File: src/rtl/pipe_pkg.sv
// Shared pipeline-control types and constants used by the PC, IF/ID and hazard logic.
package pipe_pkg;

  typedef enum logic {
    RUN     = 1'b0,
    MD_BUSY = 1'b1
  } md_state_e;

  localparam logic [4:0]  REG_ZERO               = 5'd0;
  localparam int unsigned MULDIV_LATENCY_DEFAULT = 4;

  // PCWrite polarity shared with the PC register: 1 holds the current PC.
  localparam logic        PC_HOLD                = 1'b1;

endpackage

File: src/rtl/hazard_stall_unit_if.sv
// Pipeline-side bundle for the hazard/stall unit; StallCycles/FlushCycles exist only
// when HAZARD_STATS_EN is defined.
interface hazard_stall_unit_if;

  logic [4:0]  IFID_Rs;
  logic [4:0]  IFID_Rt;
  logic        IFID_UsesRt;
  logic        IFID_ReadsHiLo;
  logic        IFID_IsMulDiv;
  logic        IDEX_MemRead;
  logic [4:0]  IDEX_Rt;
  logic        IDEX_IsMulDiv;
  logic        BranchTaken;
  logic        Jump;

  logic        PCWrite;
  logic        IFIDWrite;
  logic        IFIDFlush;
  logic        IDEXBubble;
  logic        MDBusy;

`ifdef HAZARD_STATS_EN
  logic [31:0] StallCycles;
  logic [31:0] FlushCycles;

  modport master (
    output IFID_Rs, IFID_Rt, IFID_UsesRt, IFID_ReadsHiLo, IFID_IsMulDiv,
    output IDEX_MemRead, IDEX_Rt, IDEX_IsMulDiv, BranchTaken, Jump,
    input  PCWrite, IFIDWrite, IFIDFlush, IDEXBubble, MDBusy,
    input  StallCycles, FlushCycles
  );

  modport slave (
    input  IFID_Rs, IFID_Rt, IFID_UsesRt, IFID_ReadsHiLo, IFID_IsMulDiv,
    input  IDEX_MemRead, IDEX_Rt, IDEX_IsMulDiv, BranchTaken, Jump,
    output PCWrite, IFIDWrite, IFIDFlush, IDEXBubble, MDBusy,
    output StallCycles, FlushCycles
  );
`else
  modport master (
    output IFID_Rs, IFID_Rt, IFID_UsesRt, IFID_ReadsHiLo, IFID_IsMulDiv,
    output IDEX_MemRead, IDEX_Rt, IDEX_IsMulDiv, BranchTaken, Jump,
    input  PCWrite, IFIDWrite, IFIDFlush, IDEXBubble, MDBusy
  );

  modport slave (
    input  IFID_Rs, IFID_Rt, IFID_UsesRt, IFID_ReadsHiLo, IFID_IsMulDiv,
    input  IDEX_MemRead, IDEX_Rt, IDEX_IsMulDiv, BranchTaken, Jump,
    output PCWrite, IFIDWrite, IFIDFlush, IDEXBubble, MDBusy
  );
`endif

endinterface

File: src/rtl/muldiv_busy_tracker.sv
// Tracks the fixed-latency mult/div unit: RUN/MD_BUSY FSM plus a down-counter driving MDBusy.
module muldiv_busy_tracker
  import pipe_pkg::*;
#(
  parameter int unsigned MULDIV_LATENCY = MULDIV_LATENCY_DEFAULT,
  parameter int unsigned CNT_W          = 4
) (
  input  logic Clk,
  input  logic Reset,
  input  logic i_issue,
  output logic o_md_busy
);

  localparam logic [CNT_W-1:0] CntLoad = CNT_W'(MULDIV_LATENCY - 1);
  // With a one-cycle latency the MD_BUSY visit is bookkeeping only, not a busy cycle.
  localparam logic BusyInMdBusy = (MULDIV_LATENCY > 1);

  md_state_e        r_state;
  md_state_e        w_state_next;
  logic [CNT_W-1:0] r_cnt;
  logic [CNT_W-1:0] w_cnt_next;

  always_ff @(posedge Clk) begin
    if (Reset) begin
      r_state <= RUN;
      r_cnt   <= '0;
    end else begin
      r_state <= w_state_next;
      r_cnt   <= w_cnt_next;
    end
  end

  always_comb begin
    w_state_next = r_state;
    w_cnt_next   = r_cnt;
    unique case (r_state)
      RUN: begin
        if (i_issue) begin
          w_state_next = MD_BUSY;
          w_cnt_next   = CntLoad;
        end
      end
      MD_BUSY: begin
        // A new issue always restarts the count, including the illegal mid-count case.
        if (i_issue) begin
          w_cnt_next = CntLoad;
        end else if (r_cnt == '0) begin
          w_state_next = RUN;
        end else begin
          w_cnt_next = r_cnt - 1'b1;
        end
      end
      default: begin
        w_state_next = RUN;
        w_cnt_next   = '0;
      end
    endcase
  end

  assign o_md_busy = ~Reset & (i_issue | ((r_state == MD_BUSY) & BusyInMdBusy));

endmodule

File: src/rtl/hazard_stall_unit.sv
// Hold/flush/bubble generation for the 5-stage pipeline: load-use and HI/LO stalls, branch/jump
// flushes. HAZARD_STATS_EN adds free-running StallCycles/FlushCycles counters.
module hazard_stall_unit
  import pipe_pkg::*;
#(
  parameter int unsigned MULDIV_LATENCY = MULDIV_LATENCY_DEFAULT,
  parameter int unsigned CNT_W          = 4
) (
  input  logic                Clk,
  input  logic                Reset,
  hazard_stall_unit_if.slave  bus
);

  logic w_md_busy;
  logic w_load_use;
  logic w_hilo_stall;
  logic w_stall;
  logic w_flush;

  muldiv_busy_tracker #(
    .MULDIV_LATENCY (MULDIV_LATENCY),
    .CNT_W          (CNT_W)
  ) u_muldiv_busy_tracker (
    .Clk       (Clk),
    .Reset     (Reset),
    .i_issue   (bus.IDEX_IsMulDiv),
    .o_md_busy (w_md_busy)
  );

  assign w_load_use = bus.IDEX_MemRead & (bus.IDEX_Rt != REG_ZERO) &
                      ((bus.IDEX_Rt == bus.IFID_Rs) |
                       (bus.IFID_UsesRt & (bus.IDEX_Rt == bus.IFID_Rt)));

  assign w_hilo_stall = w_md_busy & (bus.IFID_ReadsHiLo | bus.IFID_IsMulDiv);
  assign w_stall      = w_load_use | w_hilo_stall;
  // An operand-stalled branch has not really resolved yet, so the stall wins.
  assign w_flush      = (bus.BranchTaken | bus.Jump) & ~w_stall;

  always_comb begin
    bus.PCWrite    = ~PC_HOLD;
    bus.IFIDWrite  = 1'b0;
    bus.IFIDFlush  = 1'b1;
    bus.IDEXBubble = 1'b1;
    bus.MDBusy     = 1'b0;
    if (!Reset) begin
      bus.PCWrite    = w_stall ? PC_HOLD : ~PC_HOLD;
      bus.IFIDWrite  = w_stall;
      bus.IFIDFlush  = w_flush;
      bus.IDEXBubble = w_stall;
      bus.MDBusy     = w_md_busy;
    end
  end

`ifdef HAZARD_STATS_EN
  logic [31:0] r_stall_cycles;
  logic [31:0] r_flush_cycles;

  always_ff @(posedge Clk) begin
    if (Reset) begin
      r_stall_cycles <= '0;
      r_flush_cycles <= '0;
    end else begin
      if (w_stall) r_stall_cycles <= r_stall_cycles + 32'd1;
      if (w_flush) r_flush_cycles <= r_flush_cycles + 32'd1;
    end
  end

  assign bus.StallCycles = r_stall_cycles;
  assign bus.FlushCycles = r_flush_cycles;
`endif

endmodule

File: src/flat_wrapper.sv
// flat-port wrapper written by rule: the top's interface ports become plain ports
module hazard_stall_unit_flat import pipe_pkg::*;
#(
  parameter int unsigned MULDIV_LATENCY = MULDIV_LATENCY_DEFAULT,
  parameter int unsigned CNT_W          = 4
)
  (Clk, Reset, bus_IFID_Rs, bus_IFID_Rt, bus_IFID_UsesRt, bus_IFID_ReadsHiLo, bus_IFID_IsMulDiv, bus_IDEX_MemRead, bus_IDEX_Rt, bus_IDEX_IsMulDiv, bus_BranchTaken, bus_Jump, bus_PCWrite, bus_IFIDWrite, bus_IFIDFlush, bus_IDEXBubble, bus_MDBusy);
  hazard_stall_unit_if bus_i ();
  input  logic Clk;
  input  logic Reset;
  input wire logic [$bits(bus_i.IFID_Rs)-1:0] bus_IFID_Rs;
  input wire logic [$bits(bus_i.IFID_Rt)-1:0] bus_IFID_Rt;
  input wire logic [$bits(bus_i.IFID_UsesRt)-1:0] bus_IFID_UsesRt;
  input wire logic [$bits(bus_i.IFID_ReadsHiLo)-1:0] bus_IFID_ReadsHiLo;
  input wire logic [$bits(bus_i.IFID_IsMulDiv)-1:0] bus_IFID_IsMulDiv;
  input wire logic [$bits(bus_i.IDEX_MemRead)-1:0] bus_IDEX_MemRead;
  input wire logic [$bits(bus_i.IDEX_Rt)-1:0] bus_IDEX_Rt;
  input wire logic [$bits(bus_i.IDEX_IsMulDiv)-1:0] bus_IDEX_IsMulDiv;
  input wire logic [$bits(bus_i.BranchTaken)-1:0] bus_BranchTaken;
  input wire logic [$bits(bus_i.Jump)-1:0] bus_Jump;
  output wire logic [$bits(bus_i.PCWrite)-1:0] bus_PCWrite;
  output wire logic [$bits(bus_i.IFIDWrite)-1:0] bus_IFIDWrite;
  output wire logic [$bits(bus_i.IFIDFlush)-1:0] bus_IFIDFlush;
  output wire logic [$bits(bus_i.IDEXBubble)-1:0] bus_IDEXBubble;
  output wire logic [$bits(bus_i.MDBusy)-1:0] bus_MDBusy;
  assign bus_i.IFID_Rs = bus_IFID_Rs;
  assign bus_i.IFID_Rt = bus_IFID_Rt;
  assign bus_i.IFID_UsesRt = bus_IFID_UsesRt;
  assign bus_i.IFID_ReadsHiLo = bus_IFID_ReadsHiLo;
  assign bus_i.IFID_IsMulDiv = bus_IFID_IsMulDiv;
  assign bus_i.IDEX_MemRead = bus_IDEX_MemRead;
  assign bus_i.IDEX_Rt = bus_IDEX_Rt;
  assign bus_i.IDEX_IsMulDiv = bus_IDEX_IsMulDiv;
  assign bus_i.BranchTaken = bus_BranchTaken;
  assign bus_i.Jump = bus_Jump;
  assign bus_PCWrite = bus_i.PCWrite;
  assign bus_IFIDWrite = bus_i.IFIDWrite;
  assign bus_IFIDFlush = bus_i.IFIDFlush;
  assign bus_IDEXBubble = bus_i.IDEXBubble;
  assign bus_MDBusy = bus_i.MDBusy;
  hazard_stall_unit #(.MULDIV_LATENCY(MULDIV_LATENCY), .CNT_W(CNT_W)) u_core (.Clk(Clk), .Reset(Reset), .bus(bus_i));
endmodule
File: config.mk
export PLATFORM = sky130hd
export DESIGN_NAME = hazard_stall_unit_flat
export DESIGN_NICKNAME = d
export VERILOG_FILES = /design/src/rtl/pipe_pkg.sv /design/src/rtl/hazard_stall_unit_if.sv /design/src/rtl/muldiv_busy_tracker.sv /design/src/rtl/hazard_stall_unit.sv /design/src/flat_wrapper.sv
export SDC_FILE = /design/constraint.sdc
export NUM_CORES = 1
export LEC_CHECK = 0
export ABC_AREA = 1
export CAP_MARGIN = 15
export CORE_MARGIN = 2
export CORE_UTILIZATION = 39
export DETAILED_ROUTE_END_ITERATION = 10
export GPL_ROUTABILITY_DRIVEN = 0
export MAX_ROUTING_LAYER = met4
export PLACE_DENSITY = 0.78
export SYNTH_ARGS = -nofsm -noshare
export SYNTH_HDL_FRONTEND = slang
export SYNTH_SLANG_ARGS = --single-unit
export TNS_END_PERCENT = 20
File: constraint.sdc
create_clock -name Clk -period 3 [get_ports Clk]
set_input_delay 0.9 -clock Clk [delete_from_list [all_inputs] [get_ports Clk]]
set_output_delay 0.9 -clock Clk [all_outputs]
set_load 0.005 [all_outputs]
### Word-level counts from Yosys, hierarchy flattened

Cells that the tools add are included.

| storage, ports and cells | value |
|---|---|
| flip-flop bits (word level) | 5 |
| input port bits | 24 |
| memories | 0 |
| bits in writable memories | 0 |
| latch bits | 0 |
| output and inout bits | 5 |
| bits in read-only memories | 0 |

| cells by class | value |
|---|---|
| shifts and indexed selects | 0 |
| div/mod/pow operators | 0 |
| $mul | 0 |
| reduce and logical (&&, ||, !) cells | 3 |
| equal/unequal tests | 4 |
| multiplexer cells | 14 |
| add/subtract/negate cells | 1 |
| bitwise gates (word level) | 14 |
| magnitude comparators | 0 |

Operators by type and width:

| operator | number |
|---|---|
| 4-bit two-way mux | 3 |
| 5-bit == test | 2 |
| 1-bit two-way mux | 9 |
| 4-bit one-hot mux with 2 select lines | 1 |
| 1-bit bitwise AND | 6 |
| 1-bit bitwise OR | 5 |
| 5-bit nonzero test | 1 |
| 4-bit zero test | 1 |
| 4-bit by 1-bit subtractor with 4-bit output, second input constant | 1 |
| 3-bit inequality test, second input constant | 1 |
| 1-bit inverter | 3 |
| 2-bit inequality test, second input constant | 1 |
| 1-bit one-hot mux with 2 select lines | 1 |
| 2-bit AND reduction | 1 |

### Depth between registers and ports, before layout

| depth | value |
|---|---|
| depth in word-level cells | 8 |
| mapped depth | 9 |

### Modules after synthesis

Synthesis repeated with hierarchy kept, for this count alone.

| second synthesis, totals | value |
|---|---|
| cells, all modules | 106 |
| area, all modules | 553.0 µm² |

By module, submodules not included:

| module | sequential area each (µm²) | area each (µm²) | cells each | instances |
|---|---|---|---|---|
| muldiv_busy_tracker | 100.1 | 284.0 | 42 | 1 |
| hazard_stall_unit | 0.0 | 269.0 | 64 | 1 |

### Least setup slack after synthesis

No wires, ideal clock.

| timing path | value |
|---|---|
| path type | input-to-output |
| start point | input port bus_IDEX_IsMulDiv |
| end point | output port bus_PCWrite |
| slack | 0.507 ns |
| path buffers | 1 |
| arrival | 1.593 ns |
| required time | 2.100 ns |
| stages | 6 |
| cells stage by stage | or2_4 -> inv_2 -> nor2_1 -> o21ai_2 -> a21oi_2 -> buf_4 |

| on the way | value |
|---|---|
| longest elaborated chain between the ends | 6 |

Ends and longest elaborated chain:

| item | RTL line | text |
|---|---|---|
| start, declared | flat_wrapper.sv:18 | `input wire logic [$bits(bus_i.IDEX_IsMulDiv)-1:0] bus_IDEX_IsMulDiv;` |
| 1-bit bitwise OR | muldiv_busy_tracker.sv:60 | `assign o_md_busy = ~Reset & (i_issue \| ((r_state == MD_BUSY) & BusyInMdBusy));` |
| 1-bit bitwise AND | muldiv_busy_tracker.sv:60 |  |
| 1-bit bitwise AND | hazard_stall_unit.sv:34 | `assign w_hilo_stall = w_md_busy & (bus.IFID_ReadsHiLo \| bus.IFID_IsMulDiv);` |
| 1-bit bitwise OR | hazard_stall_unit.sv:35 | `assign w_stall = w_load_use \| w_hilo_stall;` |
| 1-bit two-way mux | hazard_stall_unit.sv:46 | `bus.PCWrite = w_stall ? PC_HOLD : ~PC_HOLD;` |
| 1-bit two-way mux | hazard_stall_unit.sv:45 | `if (!Reset) begin` |
| end, declared | flat_wrapper.sv:21 | `output wire logic [$bits(bus_i.PCWrite)-1:0] bus_PCWrite;` |

Every way passes these cells.

### Final worst setup path

| timing path | value |
|---|---|
| start point | input port bus_IFID_UsesRt |
| end point | output port bus_IFIDWrite |

| on the way | value |
|---|---|
| longest elaborated chain between the ends | 5 |

Ends and longest elaborated chain:

| item | RTL line | text |
|---|---|---|
| start, declared | flat_wrapper.sv:13 | `input wire logic [$bits(bus_i.IFID_UsesRt)-1:0] bus_IFID_UsesRt;` |
| 1-bit bitwise AND | hazard_stall_unit.sv:32 | `(bus.IFID_UsesRt & (bus.IDEX_Rt == bus.IFID_Rt)));` |
| 1-bit bitwise OR | hazard_stall_unit.sv:31 | `((bus.IDEX_Rt == bus.IFID_Rs) \|` |
| 1-bit bitwise AND | hazard_stall_unit.sv:30 | `assign w_load_use = bus.IDEX_MemRead & (bus.IDEX_Rt != REG_ZERO) &` |
| 1-bit bitwise OR | hazard_stall_unit.sv:35 |  |
| 1-bit two-way mux | hazard_stall_unit.sv:45 |  |
| end, declared | flat_wrapper.sv:22 | `output wire logic [$bits(bus_i.IFIDWrite)-1:0] bus_IFIDWrite;` |

Every way passes these cells.

==> out/metrics.yaml <==
power:
  power.density_nw_per_um2: 304.9
  pwr-share-comb: 0.387
  p_sw_uw: 79.12
  internal-power_uw: 173.8
  p_clk_frac: 0.318
  ir_drop_mv: 0.1611
  leakage_nw: 0.5016
  switching_share: 0.3129
  p_total_uw: 252.9
  seqPwrFrac: 0.295
cells_and_area:
  synthToLayoutAreaGrowth_pct: 62.90
  diodes: 0
  fin_util: 0.6623
  fin_cells: 142
  drive_gt1_frac: 0.1890
  final_area_um2: 829.5
  nNetsFinal: 153
sta:
  setup_viol: 0
  fin_tns_setup_ns: 0
  rsz0062_at_grt: "false"
  finalCritPeriodShare: 0.9730
  maxSlewHeadroom: 0.8659
  hold_viol_final: 0
  clock_skew_ns: 0.01196
  holdWs_ns: 0.4761
  setup_ws_ns: 0.08094
  drv_slew: 0
  worst_pin_slew_ns: 0.2012
  min_period_ns: 2.919
  fmaxAchievable_ghz: 0.3426
clock_network:
  post_cts_buffers: 0
  cts_tree: "yes"
  numCtsBuffers: 3
  cts-root-buf: "clkbuf_4"
  clock_sinks: 5
  clk_latency_ns: 0.25
  cts_hold_buf: 0
  htreeDepth: 1
  clkSlewWorstSetupHoldPaths_ns: 0.05
  clock_path_buffers: 2
grt:
  antenna_found_initial: 0
  grt_max_degree: 5
  grt_pass1_wl_mm: 1.925
  grt_pass1_vias: 542
  overflow: 0
  gr-usage-all-layers: 0.1887
placed_design:
  port_buffers: 28
  dp_cells: 138
  dpl_worst_slack_ns: -0.4926
  placed_area_um2: 823.3
  hpwl_mm: 1.106
yosys:
  ys_types: 21
  ys_seq_elements: 5
  synth_seq_area_share: 0.1966
  yosys_warnings: 0
  synth_area_um2: 509.2
  synth_top_area_cell: "nand2_1"
  yosys.area.top_type_share: 0.2138
  syn_area_per_cell_um2: 5.476
  syn_inst: 93
  synth_nets: 118
  ys_top_cells_by_area: "nand2_1, dfxtp_1, inv_1"
detailed_routing:
  drc: 0
  dr.pass1.iters: 4
  vias_per_cell: 4.570
  routedWlPerCell_um: 9.232
  num_vias: 649
  ant_nets: 0
  wl_mm: 1.311
  drt_iter0_markers: 7
run_status:
  status: "complete, no violations"
floorplanning:
  start_util: 0.4066
  rows: 13
  die-area_um2: 1611
  die-width_um: 40.14
  core_um2: 1252
  io_pins: 29
  die_h_um: 40.14
run:
  maxCapViolations: 0
setup_path:
  crit_path_start_kind: "input pin"
  crit_path_end_kind: "primary output"
  worst_ep_arrival_time_ns: 2.02
  required_ns: 2.10
  worstSetupPathType: "in2out"
  cp_max_fo: 3
min_path:
  worstHoldPathType: "reg2reg"
[placed cells by master (no fill, tap or decap), types with 5 or more instances in the layout]
cell / n
nand2_1: 29
inv_1: 17
dlygate4sd2_1: 12
clkdlybuf4s50_1: 9
nor2_1: 7
nand3_1: 7
inv_2: 6
dfxtp_1: 5
[power by group through the flow]
stage | Clock [mW] | Sequential, mW | Combinational [mW]
after floorplan | 0 | 0.0755 | 0.0524
after global placement | 0 | 0.0757 | 0.105
after detailed placement | 0 | 0.0760 | 0.107
after CTS | 0.0821 | 0.0747 | 0.0998
after global routing | 0.0895 | 0.0752 | 0.110
final | 0.0804 | 0.0746 | 0.0979
[flip-flops by register name, indices dropped and copies added (netlist names)]
signal and cells:
u_core.u_muldiv_busy_tracker.r_state 1, u_core.u_muldiv_busy_tracker.r_cnt 4
[final cells by class]
| class | count | area, um^2 |
|---|---|---|
| Fill cell | 131 | 422.9 |
| Multi-Input combinational cell | 64 | 322.8 |
| Timing Repair Buffer | 31 | 275.3 |
| Sequential cell | 5 | 100.1 |
| Inverter | 23 | 86.33 |
| Clock buffer | 4 | 26.28 |
| Tap cell | 15 | 18.77 |
[worst paths after layout]
kind	from	end	slack [ns]	depth (start not counted)
max	bus_IFID_UsesRt	bus_IFIDWrite	0.08	8
min	u_core.u_muldiv_busy_tracker.r_cnt[1]	u_core.u_muldiv_busy_tracker.r_cnt[1]	0.48	2
max reg2reg	u_core.u_muldiv_busy_tracker.r_cnt[0]	u_core.u_muldiv_busy_tracker.r_cnt[3]	1.78	6
min reg2reg	u_core.u_muldiv_busy_tracker.r_cnt[1]	u_core.u_muldiv_busy_tracker.r_cnt[1]	0.48	2
[synth_stat cells]
cell / n
nand2_1: 29
inv_1: 17
nand3_1: 8
nor2_1: 8
inv_2: 6
dfxtp_1: 5
a21oi_1: 3
o21ai_0: 3
nand4_1: 2
a21oi_2: 1
and2_1: 1
buf_4: 1
ha_1: 1
nand2_2: 1
nand4_2: 1
o21ai_2: 1
o22ai_1: 1
or2_2: 1
or2_4: 1
xnor2_1: 1
xor2_1: 1
[worst max-delay path, cell delays in order]
cell and delay (ns):
clkdlybuf4s50_1 0.48, nand2_1 0.06, nor2_1 0.08, nand3_1 0.07, nand2_1 0.08, nand2_2 0.07
a21oi_2 0.14, buf_2 0.13
[metal layers]
| metal | track usage | share of wire |
|---|---|---|
| met1 | 0.1678 | 0.39 |
| met2 | 0.3669 | 0.56 |
| met3 | 0.05000 | 0.049 |
| met4 | 0.07759 | 0 |
| met5 | - | 0 |
[cells by family after synthesis]
family | synth area share
compound gates | 0.1056
buf+inv | 0.1843
fa+ha+maj | 0.02457
flops | 0.1966
xor+xnor | 0.03440
simple gates | 0.4546
[timing repair]
item / CTS / global route
gates resized for setup: 29 / 4
endpoints found under the hold margin: 0 / 0
pin swaps: 6 / 6
setup endpoints to repair: 5 / 4
(Power assumes the default switching activity.)
